## src/rtl/tt_mask_idx_pkg.sv

```systemverilog
`default_nettype none
// ============================================================================
// tt_mask_idx_pkg: shared types for the LSU mask/index channel arbiter
// Rev 1.0
// ============================================================================
package tt_mask_idx_pkg;

    localparam int MASK_IDX_ITEM_W  = 65;
    localparam int MASK_IDX_ENTRY_W = MASK_IDX_ITEM_W + 1;

    typedef struct packed {
        logic        mask;
        logic [63:0] idx;
    } mask_idx_item_t;

    typedef enum logic [0:0] {
        UNLOCKED = 1'b0,
        LOCKED   = 1'b1
    } arb_lock_state_t;

endpackage
`default_nettype wire

```

## src/rtl/tt_mask_idx_fifo.sv

```systemverilog
`default_nettype none
// ============================================================================
// tt_mask_idx_fifo: per-requester FIFO; accepts push+pop on a full FIFO
// Rev 1.0
// ============================================================================
module tt_mask_idx_fifo #(
    parameter int DEPTH = 2,
    parameter int W     = 66
) (
    input  logic         i_clk,
    input  logic         i_reset_n,
    input  logic         i_push,
    input  logic [W-1:0] i_data,
    input  logic         i_pop,
    output logic [W-1:0] o_data,
    output logic         o_empty,
    output logic         o_full,
    output logic         o_overflow
);

    localparam int AW = (DEPTH > 1) ? $clog2(DEPTH) : 1;
    localparam int CW = $clog2(DEPTH + 1);

    logic [W-1:0]  mem_q [DEPTH];
    logic [W-1:0]  mem_d [DEPTH];
    logic [AW-1:0] rd_ptr_q, rd_ptr_d;
    logic [AW-1:0] wr_ptr_q, wr_ptr_d;
    logic [CW-1:0] count_q, count_d;
    logic          do_push, do_pop;

    always_comb begin
        o_empty    = (count_q == '0);
        o_full     = (count_q == CW'(DEPTH));
        do_pop     = i_pop && !o_empty;
        // A full FIFO still takes a push when the same cycle frees a slot.
        do_push    = i_push && (!o_full || do_pop);
        o_overflow = i_push && !do_push;
        mem_d      = mem_q;
        rd_ptr_d   = rd_ptr_q;
        wr_ptr_d   = wr_ptr_q;
        if (do_push) begin
            mem_d[wr_ptr_q] = i_data;
            wr_ptr_d = (wr_ptr_q == AW'(DEPTH - 1)) ? '0 : wr_ptr_q + 1'b1;
        end
        if (do_pop) begin
            rd_ptr_d = (rd_ptr_q == AW'(DEPTH - 1)) ? '0 : rd_ptr_q + 1'b1;
        end
        count_d = count_q + CW'(do_push) - CW'(do_pop);
    end

    assign o_data = mem_q[rd_ptr_q];

    always_ff @(posedge i_clk) begin
        mem_q <= mem_d;
    end

    always_ff @(posedge i_clk) begin
        if (!i_reset_n) begin
            rd_ptr_q <= '0;
            wr_ptr_q <= '0;
            count_q  <= '0;
        end else begin
            rd_ptr_q <= rd_ptr_d;
            wr_ptr_q <= wr_ptr_d;
            count_q  <= count_d;
        end
    end

endmodule
`default_nettype wire

```

## src/rtl/tt_mask_idx_arb.sv

```systemverilog
`default_nettype none
// ============================================================================
// tt_mask_idx_arb: shares the LSU mask/index channel, round-robin with packet lock
// Rev 1.0
// ============================================================================
module tt_mask_idx_arb
    import tt_mask_idx_pkg::*;
#(
    parameter int NUM_REQ     = 2,
    parameter int REQ_CREDITS = 2,
    parameter int DS_CREDITS  = 2
) (
    input  logic                                 i_clk,
    input  logic                                 i_reset_n,
    input  logic [NUM_REQ-1:0]                   i_req_valid,
    input  logic [NUM_REQ*MASK_IDX_ITEM_W-1:0]   i_req_item,
    input  logic [NUM_REQ-1:0]                   i_req_last,
    output logic [NUM_REQ-1:0]                   o_req_credit,
    input  logic                                 i_ds_credit,
    output logic                                 o_mask_idx_valid,
    output logic [MASK_IDX_ITEM_W-1:0]           o_mask_idx_item,
    output logic                                 o_mask_idx_last_idx,
    output logic                                 o_busy,
    output logic                                 o_err
);

    localparam int RW  = (NUM_REQ > 1) ? $clog2(NUM_REQ) : 1;
    localparam int DSW = $clog2(DS_CREDITS + 1) + 1;
    localparam int EW  = MASK_IDX_ENTRY_W;

    logic [EW-1:0]      fifo_rdata [NUM_REQ];
    logic [NUM_REQ-1:0] fifo_empty, fifo_full, fifo_overflow, fifo_pop;
    logic [NUM_REQ-1:0] eligible;

    arb_lock_state_t    lock_q, lock_d;
    logic [RW-1:0]      owner_q, owner_d;
    logic [RW-1:0]      rr_ptr_q, rr_ptr_d;
    logic [DSW-1:0]     ds_credits_q, ds_credits_d, ds_avail;
    logic               valid_q, valid_d;
    mask_idx_item_t     item_q, item_d;
    logic               last_q, last_d;
    logic [NUM_REQ-1:0] credit_q, credit_d;
    logic               err_q, err_d;

    logic [RW-1:0]      winner, cand;
    logic               found, pop;
    logic [EW-1:0]      pop_entry;

    for (genvar g = 0; g < NUM_REQ; g++) begin : g_req_fifo
        tt_mask_idx_fifo #(
            .DEPTH (REQ_CREDITS),
            .W     (EW)
        ) u_fifo (
            .i_clk      (i_clk),
            .i_reset_n  (i_reset_n),
            .i_push     (i_req_valid[g]),
            .i_data     ({i_req_last[g], i_req_item[g*MASK_IDX_ITEM_W +: MASK_IDX_ITEM_W]}),
            .i_pop      (fifo_pop[g]),
            .o_data     (fifo_rdata[g]),
            .o_empty    (fifo_empty[g]),
            .o_full     (fifo_full[g]),
            .o_overflow (fifo_overflow[g])
        );
    end

    always_comb begin
        ds_avail = ds_credits_q + DSW'(i_ds_credit);
        for (int i = 0; i < NUM_REQ; i++) begin
            eligible[i] = !fifo_empty[i] && (lock_q == UNLOCKED || owner_q == RW'(i));
        end
        winner = rr_ptr_q;
        cand   = rr_ptr_q;
        found  = 1'b0;
        // Scan from the round-robin pointer; first eligible requester wins.
        for (int k = 0; k < NUM_REQ; k++) begin
            cand = RW'((int'(rr_ptr_q) + k) % NUM_REQ);
            if (!found && eligible[cand]) begin
                found  = 1'b1;
                winner = cand;
            end
        end
        pop       = found && (ds_avail != '0);
        pop_entry = fifo_rdata[winner];
        for (int i = 0; i < NUM_REQ; i++) begin
            fifo_pop[i] = pop && (winner == RW'(i));
        end
    end

    always_comb begin
        lock_d       = lock_q;
        owner_d      = owner_q;
        rr_ptr_d     = rr_ptr_q;
        ds_credits_d = ds_avail - DSW'(pop);
        valid_d      = pop;
        item_d       = item_q;
        last_d       = 1'b0;
        credit_d     = fifo_pop;
        err_d        = err_q | (|(fifo_overflow & fifo_full)) | (ds_credits_d > DSW'(DS_CREDITS));
        if (pop) begin
            item_d = mask_idx_item_t'(pop_entry[EW-2:0]);
            last_d = pop_entry[EW-1];
            if (pop_entry[EW-1]) begin
                lock_d   = UNLOCKED;
                rr_ptr_d = (winner == RW'(NUM_REQ - 1)) ? '0 : winner + 1'b1;
            end else begin
                lock_d  = LOCKED;
                owner_d = winner;
            end
        end
    end

    always_ff @(posedge i_clk) begin
        if (!i_reset_n) begin
            lock_q       <= UNLOCKED;
            owner_q      <= '0;
            rr_ptr_q     <= '0;
            ds_credits_q <= DSW'(DS_CREDITS);
            valid_q      <= 1'b0;
            item_q       <= '0;
            last_q       <= 1'b0;
            credit_q     <= '0;
            err_q        <= 1'b0;
        end else begin
            lock_q       <= lock_d;
            owner_q      <= owner_d;
            rr_ptr_q     <= rr_ptr_d;
            ds_credits_q <= ds_credits_d;
            valid_q      <= valid_d;
            item_q       <= item_d;
            last_q       <= last_d;
            credit_q     <= credit_d;
            err_q        <= err_d;
        end
    end

    assign o_req_credit        = credit_q;
    assign o_mask_idx_valid    = valid_q;
    assign o_mask_idx_item     = item_q;
    assign o_mask_idx_last_idx = last_q;
    assign o_err               = err_q;
    assign o_busy              = (|(~fifo_empty)) || (lock_q == LOCKED);

endmodule
`default_nettype wire

```

## config.mk

```make
export PLATFORM = sky130hd
export DESIGN_NAME = tt_mask_idx_arb
export DESIGN_NICKNAME = d
export VERILOG_FILES = /design/src/rtl/tt_mask_idx_pkg.sv /design/src/rtl/tt_mask_idx_fifo.sv /design/src/rtl/tt_mask_idx_arb.sv
export SDC_FILE = /design/constraint.sdc
export NUM_CORES = 1
export LEC_CHECK = 0
export ABC_AREA = 1
export CORE_MARGIN = 2
export CORE_UTILIZATION = 58
export CTS_CLUSTER_SIZE = 28
export DETAILED_ROUTE_END_ITERATION = 10
export GPL_TIMING_DRIVEN = 0
export HOLD_SLACK_MARGIN = 0.02
export PLACE_DENSITY = 0.81
export SLEW_MARGIN = 20
export SYNTH_ARGS = -nofsm -noshare
export SYNTH_HDL_FRONTEND = slang
export SYNTH_HIERARCHICAL = 1
export SYNTH_SLANG_ARGS = --single-unit
```

## constraint.sdc

```tcl
create_clock -name i_clk -period 8.9 [get_ports i_clk]
set_clock_uncertainty 0.1 [all_clocks]
set_input_delay 1.78 -clock i_clk [delete_from_list [all_inputs] [get_ports i_clk]]
set_output_delay 1.78 -clock i_clk [all_outputs]
set_load 0.02 [all_outputs]
```

==> Implementation_results.wiki, run 1 <==
{| class="wikitable"
! Metric !! Value
|-
| Result of the run || finished, final reports clean
|-
| Total number of H-tree levels || 2
|-
| Worst hold path type || reg2reg
|-
| Period Utilization, post-route || 54.2%
|-
| Unrepaired setup endpoints after global routing || no
|-
| Share of the synthesized area in the top cell type || 58.4%
|-
| P_leak || 0.00734 µW
|-
| Power density of the placed cells || 318 nW/µm²
|-
| Max Freq || 207 MHz
|-
| Count of TritonRoute iterations in the first routing pass || 5
|-
| Num Clock Sinks || 348
|-
| Post-synth design cell area || 13600 µm²
|-
| First-pass GRT wire length || 53000 µm
|-
| Utilization after layout || 76.1%
|-
| Clock tree from TritonCTS || built
|-
| Fraction of power consumed by combinational cells || 33.6%
|-
| Sequential cell area in the final layout || 9610 µm²
|-
| Total clock buffers created by CTS || 36
|-
| R2r startpoint || ds_credits_q[0]$_SDFF_PN0_
|-
| Via/cell ratio || 5.32
|-
| Hold path startpoint || o_mask_idx_item[44]$_SDFFE_PN0P_
|-
| Launching instance or port of the critical path || i_ds_credit
|-
| Min-Delay Path Depth || 2
|-
| Synthesis-to-finish area growth || 28.0%
|-
| Synthesized area per cell || 10.4 µm²
|-
| Setup violation total in the final timing report || 0
|-
| Routed WL per cell || 18.8 µm
|-
| Post-CTS Hold Fix Bufs || 0
|-
| Clock period minus worst slack || 4.83 ns
|-
| Max_slew headroom || 55.2%
|-
| Final number of hold-violating endpoints || 0
|-
| Sequential-to-total area share from yosys stat || 70.7%
|-
| Startpoint type of the worst setup path || input port
|-
| Clock latency reported for the late side of the worst-skew pair || 0.52 ns
|-
| Sum of routed wire length over all layers || 35700 µm
|-
| Die Footprint || 24700 µm²
|-
| Initial antenna violation count || 0
|-
| Maximum number of pins on one net before global-route repair || 59
|-
| Switching power share of the total || 35.5%
|-
| Initial standard-cell utilization of the core || 59.5%
|-
| Gp weighted congestion || 0.901
|-
| Worst-margin pin slew || 0.670 ns
|-
| Internal power contribution || 3560 µW
|-
| Vertical die dimension || 157 µm
|-
| Number of top-level design ports || 208
|-
| Yosys reg bits || 348
|-
| Required time at the worst-slack endpoint || 9.00 ns
|-
| Reg2reg path depth || 14
|-
| First-iteration detailed-routing DRC count || 821
|-
| Count of yosys warnings during synthesis || 6
|-
| Via Count || 10100
|-
| I/O Buffers || 207
|-
| CORE AREA || 22800 µm²
|-
| Horizontal die dimension || 157 µm
|-
| Critical register-to-register path endpoint || g_req_fifo[1].u_fifo/mem_q[75]$_DFFE_PP_
|-
| Aggregate negative setup slack || 0 ns
|-
| Combined area of the multi-input logic cells || 3320 µm²
|-
| Crit path to || g_req_fifo[1].u_fifo/mem_q[75]$_DFFE_PP_
|-
| Buffer type at the clock tree root || sky130_fd_sc_hd__clkbuf_16
|-
| Total of cells resized after clock tree synthesis || 0
|-
| Fillcell total || 1461
|-
| Setup slack, reg-to-reg || 5.59 ns
|-
| Clock slew at reported path FFs || 0.05 ns
|-
| Final Max Slew Viols || 0
|-
| Clock share of power || 26.9%
|-
| Maximum count of clock buffers along a single path || 3
|-
| Vias in the first global route || 10000
|-
| Post-DP HPWL || 25600 µm
|-
| Number of DRC violations after detailed routing || 0
|-
| Type of the setup path with the least slack || in2reg
|-
| Antenna Violating Nets Remaining || 0
|-
| Net count reported at finish || 1698
|-
| Critical Path Sink Type || flop
|-
| Top fanout value on the critical path || 24
|-
| Flop pwr share || 39.6%
|-
| Sw Pwr || 1960 µW
|-
| Number of post-CTS setup repair buffers || 0
|-
| Data arrival at the endpoint of the critical path || 4.93 ns
|-
| Number of nets in the synthesized netlist || 1447
|-
| Overflow left after global routing || 0
|-
| Fraction of final layout cells with drive strength greater than 1 || 8.03%
|-
| Cell type with the highest aggregate area in the netlist || sky130_fd_sc_hd__edfxtp_1
|-
| Post-synth cell types || 25
|-
| Overall Global Routing Usage || 29.2%
|-
| Maximum vdd drop || 0.000181 V
|-
| Post-synthesis instance total || 1303
|-
| Max Cap Violations || 0
|-
| FP Rows || 55
|-
| Largest cells by area after synthesis || sky130_fd_sc_hd__edfxtp_1 58%, sky130_fd_sc_hd__nand2_1 19%, sky130_fd_sc_hd__dfxtp_1 12%
|-
| Number of diodes || 0
|}
-- power groups by stage --
stage	sequential [µW]	clock [µW]	combinational [µW]
final	2180	1480	1850
after global routing	2200	1560	2030
after CTS	2180	1490	1840
after detailed placement	2210	0	1830
after global placement	2220	0	1740
after floorplan	2290	0	1000
-- registers in the layout, indices dropped and copies added, names as in the netlist --
| signal | flops |
|---|---|
| ds_credits_q | 3 |
| g_req_fifo.u_fifo/count_q | 4 |
| g_req_fifo.u_fifo/mem_q | 264 |
| g_req_fifo.u_fifo/rd_ptr_q | 2 |
| g_req_fifo.u_fifo/wr_ptr_q | 2 |
| lock_q | 1 |
| o_err | 1 |
| o_mask_idx_item | 65 |
| o_mask_idx_last_idx | 1 |
| o_mask_idx_valid | 1 |
| o_req_credit | 2 |
| owner_q | 1 |
| rr_ptr_q | 1 |
-- stage by stage --
stage | total power (µW) | hold WS [ns] | instance area [µm²] | std cells | setup slack, ns
floorplan | 3290 | 0.372 | 13600 | 1303 | 2.45
global placement | 3960 | 0.385 | 16000 | 1823 | 0.283
detailed placement | 4040 | 0.394 | 16200 | 1829 | 3.59
CTS | 5520 | 0.412 | 17400 | 1895 | 4.11
global route | 5790 | 0.435 | 17400 | 1895 | 3.95
finish | 5520 | 0.415 | 17400 | 1895 | 4.07
-- placed cells by master, fill, tap and decap left out, drive strengths merged --
cell type      synthesis  final
nand2                673    673
clkbuf                 4     52
edfxtp               264    264
o211ai                 1      1
nor2                  49     49
buf                   54     60
a21oi                  8      8
inv                   76     79
nor3                   3      3
o21bai                 1      1
nand3b                 1      1
o21ai                 29     29
clkdlybuf4s50          0    207
clkinv                 0     11
nand3                 48     48
ha                     7      7
dfxtp                 84     84
xor2                   1      1
clkinvlp               0      2
bufinv                 0      2
-- worst min-delay path by stage --
| stage | endpoint | slack (ns) |
|---|---|---|
| after global placement | g_req_fifo[1].u_fifo/wr_ptr_q$_SDFFE_PN0P_ | 0.39 |
| final | o_mask_idx_item[44]$_SDFFE_PN0P_ | 0.42 |
| after global routing | o_mask_idx_item[3]$_SDFFE_PN0P_ | 0.44 |
| after floorplan | rr_ptr_q$_SDFFE_PN0P_ | 0.37 |
| after CTS | o_mask_idx_item[3]$_SDFFE_PN0P_ | 0.41 |
| after detailed placement | o_mask_idx_item[44]$_SDFFE_PN0P_ | 0.39 |
-- routing by layer --
metal / part of all wire [%] / global-route usage [%] / routed length, µm / vias up
met1: 37 / 35.7 / 13200 / 4807
met5: 0 / 0 / 0 / -
met2: 50 / 50.7 / 17900 / 487
met3: 8.7 / 5.67 / 3110 / 85
li1: - / - / - / 4702
met4: 4.2 / 12.9 / 1500 / 0
-- synth_stat cells --
library cell,instances
sky130_fd_sc_hd__nand2_1,672
sky130_fd_sc_hd__edfxtp_1,264
sky130_fd_sc_hd__dfxtp_1,84
sky130_fd_sc_hd__inv_1,71
sky130_fd_sc_hd__nand3_1,47
sky130_fd_sc_hd__nor2_1,47
sky130_fd_sc_hd__buf_2,29
sky130_fd_sc_hd__o21ai_0,29
sky130_fd_sc_hd__buf_6,14
sky130_fd_sc_hd__a21oi_1,8
sky130_fd_sc_hd__buf_4,7
sky130_fd_sc_hd__ha_1,7
sky130_fd_sc_hd__inv_2,5
sky130_fd_sc_hd__buf_1,4
sky130_fd_sc_hd__clkbuf_1,4
sky130_fd_sc_hd__nor3_1,2
sky130_fd_sc_hd__nand2_2,1
sky130_fd_sc_hd__nand3_2,1
sky130_fd_sc_hd__nand3b_1,1
sky130_fd_sc_hd__nor2_2,1
sky130_fd_sc_hd__nor2_4,1
sky130_fd_sc_hd__nor3_4,1
sky130_fd_sc_hd__o211ai_2,1
sky130_fd_sc_hd__o21bai_1,1
sky130_fd_sc_hd__xor2_1,1
-- kinds of logic after synthesis --
family	count (synthesis)	share of synthesized area, %
AO/OA/AOI/OAI	39	1.51
XOR/XNOR	1	0.0645
adder cells (fa/ha/maj)	7	0.645
buffers and inverters	134	4.94
flip-flops	348	70.7
AND/OR/NAND/NOR	774	22.1
-- critical path, cell delays in order --
cell and delay (ns):
sky130_fd_sc_hd__clkdlybuf4s50_1 0.48, sky130_fd_sc_hd__ha_1 0.23, sky130_fd_sc_hd__ha_1 0.28, sky130_fd_sc_hd__nor2_1 0.06, sky130_fd_sc_hd__nand3_2 0.11, sky130_fd_sc_hd__o211ai_2 0.11, sky130_fd_sc_hd__buf_6 0.16, sky130_fd_sc_hd__buf_2 0.19
sky130_fd_sc_hd__inv_1 0.09, sky130_fd_sc_hd__inv_1 0.07, sky130_fd_sc_hd__nand3_1 0.16, sky130_fd_sc_hd__nand2_1 0.14, sky130_fd_sc_hd__nor2_4 0.54, sky130_fd_sc_hd__buf_12 0.27, sky130_fd_sc_hd__buf_16 0.20
-- cell type report --
cell class	instances	area share (%)
inverters	76	1.67
clock inverters	18	0.864
multi-input cells	821	19.1
well taps	313	2.25
flip-flops and latches	348	55.3
plain buffers	58	2.22
repair buffers	213	12.7
clock buffers	48	5.91
No activity file was read; power rests on OpenSTA's default activity.
==> inputs of run 2 (changes only) <==
--- a/config.mk
+++ b/config.mk
@@ -7,12 +7,12 @@
 export LEC_CHECK = 0
 export ABC_AREA = 1
 export CORE_MARGIN = 2
-export CORE_UTILIZATION = 58
+export CORE_UTILIZATION = 49
 export CTS_CLUSTER_SIZE = 28
 export DETAILED_ROUTE_END_ITERATION = 10
 export GPL_TIMING_DRIVEN = 0
 export HOLD_SLACK_MARGIN = 0.02
-export PLACE_DENSITY = 0.81
+export PLACE_DENSITY = 0.72
 export SLEW_MARGIN = 20
 export SYNTH_ARGS = -nofsm -noshare
 export SYNTH_HDL_FRONTEND = slang
==> constraint.sdc (replaced) <==
create_clock -name i_clk -period 4.2 [get_ports i_clk]
set_clock_uncertainty 0.1 [all_clocks]
set_input_delay 0.84 -clock i_clk [delete_from_list [all_inputs] [get_ports i_clk]]
set_output_delay 0.84 -clock i_clk [all_outputs]
set_load 0.02 [all_outputs]
==> Implementation_results.wiki, run 2 (same netlist as run 1, synthesis figures left out) <==
{| class="wikitable"
! Metric !! Value
|-
| Fraction of power consumed by combinational cells || 34.4% (+0.8 points)
|-
| Total design power || 11400 µW (+110%)
|-
| Worst hold path type || reg2reg
|-
| Setup violation total in the final timing report || 0 (unchanged)
|-
| Total number of H-tree levels || 2 (unchanged)
|-
| Max_slew headroom || 55.6% (+0.37 points)
|-
| Final Max Slew Viols || 0 (unchanged)
|-
| Fraction of final layout cells with drive strength greater than 1 || 7.09% (-0.94 points)
|-
| Via Count || 9859 (-2.2%)
|-
| Fillcell total || 2195 (+50%)
|-
| Maximum vdd drop || 0.000347 V (+92%)
|-
| R2r startpoint || ds_credits_q[0]$_SDFF_PN0_
|-
| CORE AREA || 27100 µm² (+19%)
|-
| Top fanout value on the critical path || 26 (+8.3%)
|-
| Area after detailed placement || 16300 µm² (+0.62%)
|-
| Power density of the placed cells || 657 nW/µm² (+110%)
|-
| Number of post-CTS setup repair buffers || 0 (unchanged)
|-
| Clock period minus worst slack || 3.78 ns
|-
| Total of cells resized after clock tree synthesis || 0 (unchanged)
|-
| Horizontal die dimension || 170 µm (+8.6%)
|-
| Number of top-level design ports || 208 (unchanged)
|-
| First-pass GRT wire length || 52500 µm (-0.95%)
|-
| Initial antenna violation count || 1 (+1)
|-
| Most used cells in the layout excluding fill and tap cells || 672 x sky130_fd_sc_hd__nand2_1, 264 x sky130_fd_sc_hd__edfxtp_1, 207 x sky130_fd_sc_hd__clkdlybuf4s50_1, 84 x sky130_fd_sc_hd__dfxtp_1, 69 x sky130_fd_sc_hd__inv_1
|-
| Worst-margin pin slew || 0.666 ns (-0.00400 ns)
|-
| Post-DP HPWL || 26100 µm (+1.7%)
|-
| Type of the setup path with the least slack || in2reg
|-
| Metal2 WL || 17500 µm (-2.0%)
|-
| Vias in the first global route || 9797 (-2.3%)
|-
| Total clock buffers created by CTS || 36 (unchanged)
|-
| Routed WL per cell || 18.1 µm (-3.8%)
|-
| Maximum count of clock buffers along a single path || 3 (unchanged)
|-
| Critical Path Sink Type || flop
|-
| Vertical die dimension || 170 µm (+8.6%)
|-
| Clock slew at reported path FFs || 0.06 ns (about the same)
|-
| Clock tree from TritonCTS || built
|-
| Synthesis-to-finish area growth || 27.7%
|-
| Most common library cell in the layout ignoring fill and taps || sky130_fd_sc_hd__nand2_1
|-
| Initial standard-cell utilization of the core || 50.1% (-9.3 points)
|-
| Overall Global Routing Usage || 24.6% (-4.7 points)
|-
| Antenna Violating Nets Remaining || 0 (unchanged)
|-
| Max Freq || 264 MHz
|-
| Biggest register || g_req_fifo.u_fifo/mem_q
|-
| Clock share of power || 25.0% (-1.9 points)
|-
| Maximum number of pins on one net before global-route repair || 56 (-5.1%)
|-
| Unrepaired setup endpoints after global routing || no
|-
| Buffer type at the clock tree root || sky130_fd_sc_hd__clkbuf_16
|-
| Internal power contribution || 7350 µW (+110%)
|-
| Period Utilization, post-route || 90.0%
|-
| Uppermost layer routed || met5
|-
| Max FFs per register || 264 (unchanged)
|-
| Max Cap Violations || 0 (unchanged)
|-
| Sum of met3 wire segment lengths after detailed routing || 2820 µm (-9.4%)
|-
| Data arrival at the endpoint of the critical path || 3.88 ns (-1.05 ns)
|-
| Number of DRC violations after detailed routing || 0 (unchanged)
|-
| Via/cell ratio || 5.05 (-5.1%)
|-
| First-iteration detailed-routing DRC count || 875 (+6.6%)
|-
| Net count reported at finish || 1699 (+0.059%)
|-
| Launching instance or port of the critical path || i_ds_credit
|-
| Overflow left after global routing || 0 (unchanged)
|-
| Finished Cell Area || 17300 µm² (-0.23%)
|-
| Setup slack, reg-to-reg || 0.90 ns (-4.69 ns)
|-
| Post-CTS Hold Fix Bufs || 0 (unchanged)
|-
| Required time at the worst-slack endpoint || 4.30 ns (-4.70 ns)
|-
| Count of TritonRoute iterations in the first routing pass || 5 (unchanged)
|-
| Clock latency reported for the late side of the worst-skew pair || 0.51 ns (about the same)
|-
| Sw Pwr || 4050 µW (+110%)
|-
| Die Footprint || 29100 µm² (+18%)
|-
| Final number of hold-violating endpoints || 0 (unchanged)
|-
| I/O Buffers || 207 (unchanged)
|-
| Aggregate negative setup slack || 0 ns (unchanged)
|-
| Sum of routed wire length over all layers || 35300 µm (-0.94%)
|-
| Number of diodes || 0 (unchanged)
|-
| Num Clock Sinks || 348 (unchanged)
|-
| Result of the run || finished, final reports clean
|-
| Hold path startpoint || o_mask_idx_item[55]$_SDFFE_PN0P_
|-
| FP Rows || 60 (+9.1%)
|-
| Utilization after layout || 64.0% (-12 points)
|-
| Startpoint type of the worst setup path || input port
|-
| Flop pwr share || 40.6% (+1.0 points)
|-
| Hold slack final || 0.409 ns (-0.00614 ns)
|-
| Detailed-routing wirelength on met1 || 13800 µm (+4.8%)
|-
| Switching power share of the total || 35.5% (+0.046 points)
|-
| P_leak || 0.00727 µW (-0.91%)
|-
| Gp weighted congestion || 0.898 (-0.33%)
|}
[run 2: cell types whose count changed in the layout (fill, tap and decap cells not counted), moves of 2 or more]
cell                        delta
sky130_fd_sc_hd__clkbuf_8      -5
sky130_fd_sc_hd__clkinv_1      +2
sky130_fd_sc_hd__clkbuf_1     +11
sky130_fd_sc_hd__inv_6         -2
sky130_fd_sc_hd__bufinv_16     -2
sky130_fd_sc_hd__clkinv_2      -4
[run 2: stage by stage]
step / setup slack (ns) / instances
after global placement: -1.21 / 1882
after floorplan: 0.212 / 1303
after detailed placement: -0.0760 / 1889
after CTS: 0.420 / 1952
after global routing: 0.182 / 1952
final: 0.418 / 1952
[run 2: power groups by stage]
stage	Sequential, µW	Combinational (µW)	Clock [µW]
after floorplan	4830	2120	0
after detailed placement	4680	3900	0
final	4620	3920	2850
after CTS	4620	3930	2890
after global routing	4660	4340	3030
after global placement	4690	3730	0
[run 2: worst paths after layout]
check | to | cells after the start
worst max-delay path | g_req_fifo[0].u_fifo/mem_q[110]$_DFFE_PP_ | 14
worst min-delay path | o_mask_idx_item[55]$_SDFFE_PN0P_ | 2
worst max register to register | g_req_fifo[0].u_fifo/mem_q[110]$_DFFE_PP_ | 13
worst min register to register | o_mask_idx_item[55]$_SDFFE_PN0P_ | 2
[run 2: layout make-up]
cell class / count / area (µm²) / area share (%)
sequential: 348 / 9610 / 55.4
inverter: 76 / 290 / 1.67
multi-input combinational: 821 / 3320 / 19.1
clock inverter: 9 / 36.3 / 0.209
clock buffer: 54 / 1000 / 5.76
buffer: 58 / 385 / 2.22
tap: 372 / 465 / 2.68
timing repair buffer: 214 / 2240 / 12.9
[run 2: critical path, stage by stage]
cell                              delay [ns]
sky130_fd_sc_hd__clkdlybuf4s50_1        0.42
sky130_fd_sc_hd__ha_1                   0.21
sky130_fd_sc_hd__ha_1                   0.28
sky130_fd_sc_hd__nor2_1                 0.06
sky130_fd_sc_hd__nand3_2                0.11
sky130_fd_sc_hd__inv_2                  0.07
sky130_fd_sc_hd__nor2_2                 0.20
sky130_fd_sc_hd__buf_2                  0.29
sky130_fd_sc_hd__inv_1                  0.11
sky130_fd_sc_hd__nand3_1                0.15
sky130_fd_sc_hd__nand2_1                0.13
sky130_fd_sc_hd__nor2_4                 0.47
sky130_fd_sc_hd__buf_12                 0.27
sky130_fd_sc_hd__buf_12                 0.22
[run 2: routing by layer]
metal | GRT usage, % | up-vias
li1 | - | 4703
met1 | 30.6 | 4659
met2 | 43.0 | 416
met3 | 4.42 | 79
met4 | 9.07 | 2
met5 | 0 | -
==> inputs of run 3 (changes only) <==
--- a/config.mk
+++ b/config.mk
@@ -6,6 +6,7 @@
 export NUM_CORES = 1
 export LEC_CHECK = 0
 export ABC_AREA = 1
+export CORE_ASPECT_RATIO = 0.75
 export CORE_MARGIN = 2
 export CORE_UTILIZATION = 49
 export CTS_CLUSTER_SIZE = 28
==> Implementation_results.wiki, run 3 (same netlist as run 1, synthesis figures left out) <==
{| class="wikitable"
! Metric !! Value
|-
| Most common library cell in the layout ignoring fill and taps || sky130_fd_sc_hd__nand2_1
|-
| Top Usage Layer GRT || met2
|-
| Final setup slack of the worst path || 0.269 ns (-0.149 ns)
|-
| Maximum vdd drop || 0.000290 V (-16%)
|-
| Most used cells in the layout excluding fill and tap cells || 672 x sky130_fd_sc_hd__nand2_1, 264 x sky130_fd_sc_hd__edfxtp_1, 207 x sky130_fd_sc_hd__clkdlybuf4s50_1, 84 x sky130_fd_sc_hd__dfxtp_1, 69 x sky130_fd_sc_hd__inv_1
|-
| Biggest register || g_req_fifo.u_fifo/mem_q
|-
| Number of DRC violations after detailed routing || 0 (unchanged)
|-
| Overflow left after global routing || 0 (unchanged)
|-
| Unrepaired setup endpoints after global routing || no
|-
| Total number of H-tree levels || 2 (unchanged)
|-
| Setup violation total in the final timing report || 0 (unchanged)
|-
| Vias in the first global route || 9670 (-1.3%)
|-
| Post-layout instance count excluding filler cells || 1930 (-1.1%)
|-
| Net count reported at finish || 1697 (-0.12%)
|-
| Worst-margin pin slew || 0.749 ns (+0.0829 ns)
|-
| First-iteration detailed-routing DRC count || 688 (-21%)
|-
| Overall Global Routing Usage || 24.8% (+0.27 points)
|-
| Worst hold path type || reg2reg
|-
| Placed Cells || 1867 (-1.2%)
|-
| Fraction of final layout cells with drive strength greater than 1 || 7.79% (+0.70 points)
|-
| Met1 Use GR || 32.3% (+1.7 points)
|-
| Clock slew at reported path FFs || 0.06 ns (about the same)
|-
| Die Footprint || 29100 µm² (about the same)
|-
| CORE AREA || 27100 µm² (+0.11%)
|-
| First-pass GRT wire length || 53500 µm (+1.9%)
|-
| I/O Buffers || 207 (unchanged)
|-
| Max Cap Violations || 0 (unchanged)
|-
| Final Max Slew Viols || 0 (unchanged)
|-
| Power density of the placed cells || 667 nW/µm² (+1.6%)
|-
| Required time at the worst-slack endpoint || 4.30 ns (about the same)
|-
| Initial standard-cell utilization of the core || 50.1% (-0.055 points)
|-
| Maximum count of clock buffers along a single path || 3 (unchanged)
|-
| Critical Path Sink Type || flop
|-
| Number of top-level design ports || 208 (unchanged)
|-
| Met3 track demand over resource in global routing || 5.80% (+1.4 points)
|-
| Maximum number of pins on one net before global-route repair || 54 (-3.6%)
|-
| Clock tree from TritonCTS || built
|-
| Max_slew headroom || 50.1% (-5.5 points)
|-
| Count of TritonRoute iterations in the first routing pass || 5 (unchanged)
|-
| Result of the run || finished, final reports clean
|-
| Max Freq || 254 MHz (-3.8%)
|-
| Hold slack final || 0.409 ns (-0.000309 ns)
|-
| Final number of hold-violating endpoints || 0 (unchanged)
|-
| FP Rows || 52 (-13%)
|-
| Buffer type at the clock tree root || sky130_fd_sc_hd__clkbuf_16
|-
| Routed WL per cell || 18.6 µm (+2.7%)
|-
| Top fanout value on the critical path || 26 (unchanged)
|-
| Total design power || 11600 µW (+1.8%)
|-
| Gp weighted congestion || 0.857 (-4.6%)
|-
| Total of cells resized after clock tree synthesis || 0 (unchanged)
|-
| Via/cell ratio || 5.04 (-0.14%)
|-
| Min-Delay Path Depth || 2 (unchanged)
|-
| Max FFs per register || 264 (unchanged)
|-
| Number of post-CTS setup repair buffers || 0 (unchanged)
|-
| Post-DP HPWL || 26000 µm (about the same)
|-
| Number of diodes || 0 (unchanged)
|-
| Reg2reg path depth || 14 (+1)
|-
| Via Count || 9734 (-1.3%)
|-
| Startpoint type of the worst setup path || input port
|-
| Total clock buffers created by CTS || 35 (-2.8%)
|-
| Sum of routed wire length over all layers || 35900 µm (+1.5%)
|-
| Post-CTS Hold Fix Bufs || 0 (unchanged)
|-
| P_leak || 0.00731 µW (+0.49%)
|-
| Global-route met2 utilization || 42.5% (-0.49 points)
|-
| Initial antenna violation count || 1 (unchanged)
|-
| Clock latency reported for the late side of the worst-skew pair || 0.51 ns (about the same)
|-
| Type of the setup path with the least slack || in2reg
|-
| Vertical die dimension || 148 µm (-13%)
|-
| Aggregate negative setup slack || 0 ns (unchanged)
|-
| Post-Place Worst Slack || -0.186 ns (-0.110 ns)
|-
| Antenna Violating Nets Remaining || 0 (unchanged)
|-
| Horizontal die dimension || 196 µm (+15%)
|-
| Period Utilization, post-route || 93.6% (+3.5 points)
|-
| Synthesis-to-finish area growth || 27.9%
|-
| Num Clock Sinks || 348 (unchanged)
|-
| Data arrival at the endpoint of the critical path || 4.03 ns (+0.15 ns)
|-
| Clock period minus worst slack || 3.93 ns (+0.149 ns)
|}
run 3: cell count changes in the layout (fill, tap and decap cells not counted), sizes merged:
cell,delta
clkbuf,-7
clkinvlp,+2
clkinv,+3
bufinv,+2
buf,-1
run 3: worst paths after layout:
check	from	slack (ns)	to
setup / recovery	i_ds_credit	0.27	g_req_fifo[1].u_fifo/mem_q[88]$_DFFE_PP_
hold / removal	o_mask_idx_item[17]$_SDFFE_PN0P_	0.41	o_mask_idx_item[17]$_SDFFE_PN0P_
setup reg to reg	ds_credits_q[0]$_SDFF_PN0_	0.88	g_req_fifo[1].u_fifo/mem_q[88]$_DFFE_PP_
hold reg to reg	o_mask_idx_item[17]$_SDFFE_PN0P_	0.41	o_mask_idx_item[17]$_SDFFE_PN0P_
run 3: metrics by stage:
step | util (%) | cell area [µm²]
after floorplan | - | 13600
after CTS | 64.0 | 17400
after global routing | 64.0 | 17400
final | 64.0 | 17400
after global placement | 59.4 | 16100
after detailed placement | 59.9 | 16200
run 3: metal layers:
| layer | share of wire (%) | up-vias |
|---|---|---|
| met2 | 48 | 361 |
| li1 | - | 4706 |
| met5 | 0.045 | - |
| met1 | 41 | 4598 |
| met4 | 2.2 | 2 |
| met3 | 8.7 | 67 |
run 3: where the power goes:
group,internal (µW),switching [µW],total (µW)
sequential,4370,239,4600
clock,1790,1270,3050
combinational,1320,2610,3940
total,7480,4120,11600
run 3: area by class of cell:
class	instances	area [µm²]
fill	2132	9750
sequential	348	9610
multi-input combinational	821	3320
timing repair buffer	213	2210
clock buffer	47	993
tap	351	439
buffer	58	385
inverter	76	290
clock inverter	16	134
run 3: critical path, stage by stage:
cell                              delay (ns)
sky130_fd_sc_hd__clkdlybuf4s50_1        0.50
sky130_fd_sc_hd__ha_1                   0.24
sky130_fd_sc_hd__ha_1                   0.29
sky130_fd_sc_hd__nor2_1                 0.06
sky130_fd_sc_hd__nand3_2                0.10
sky130_fd_sc_hd__o211ai_2               0.10
sky130_fd_sc_hd__buf_6                  0.17
sky130_fd_sc_hd__buf_2                  0.20
sky130_fd_sc_hd__inv_1                  0.09
sky130_fd_sc_hd__inv_1                  0.08
sky130_fd_sc_hd__nand3_1                0.16
sky130_fd_sc_hd__nand2_1                0.15
sky130_fd_sc_hd__nor2_4                 0.52
sky130_fd_sc_hd__buf_12                 0.28
sky130_fd_sc_hd__buf_12                 0.21
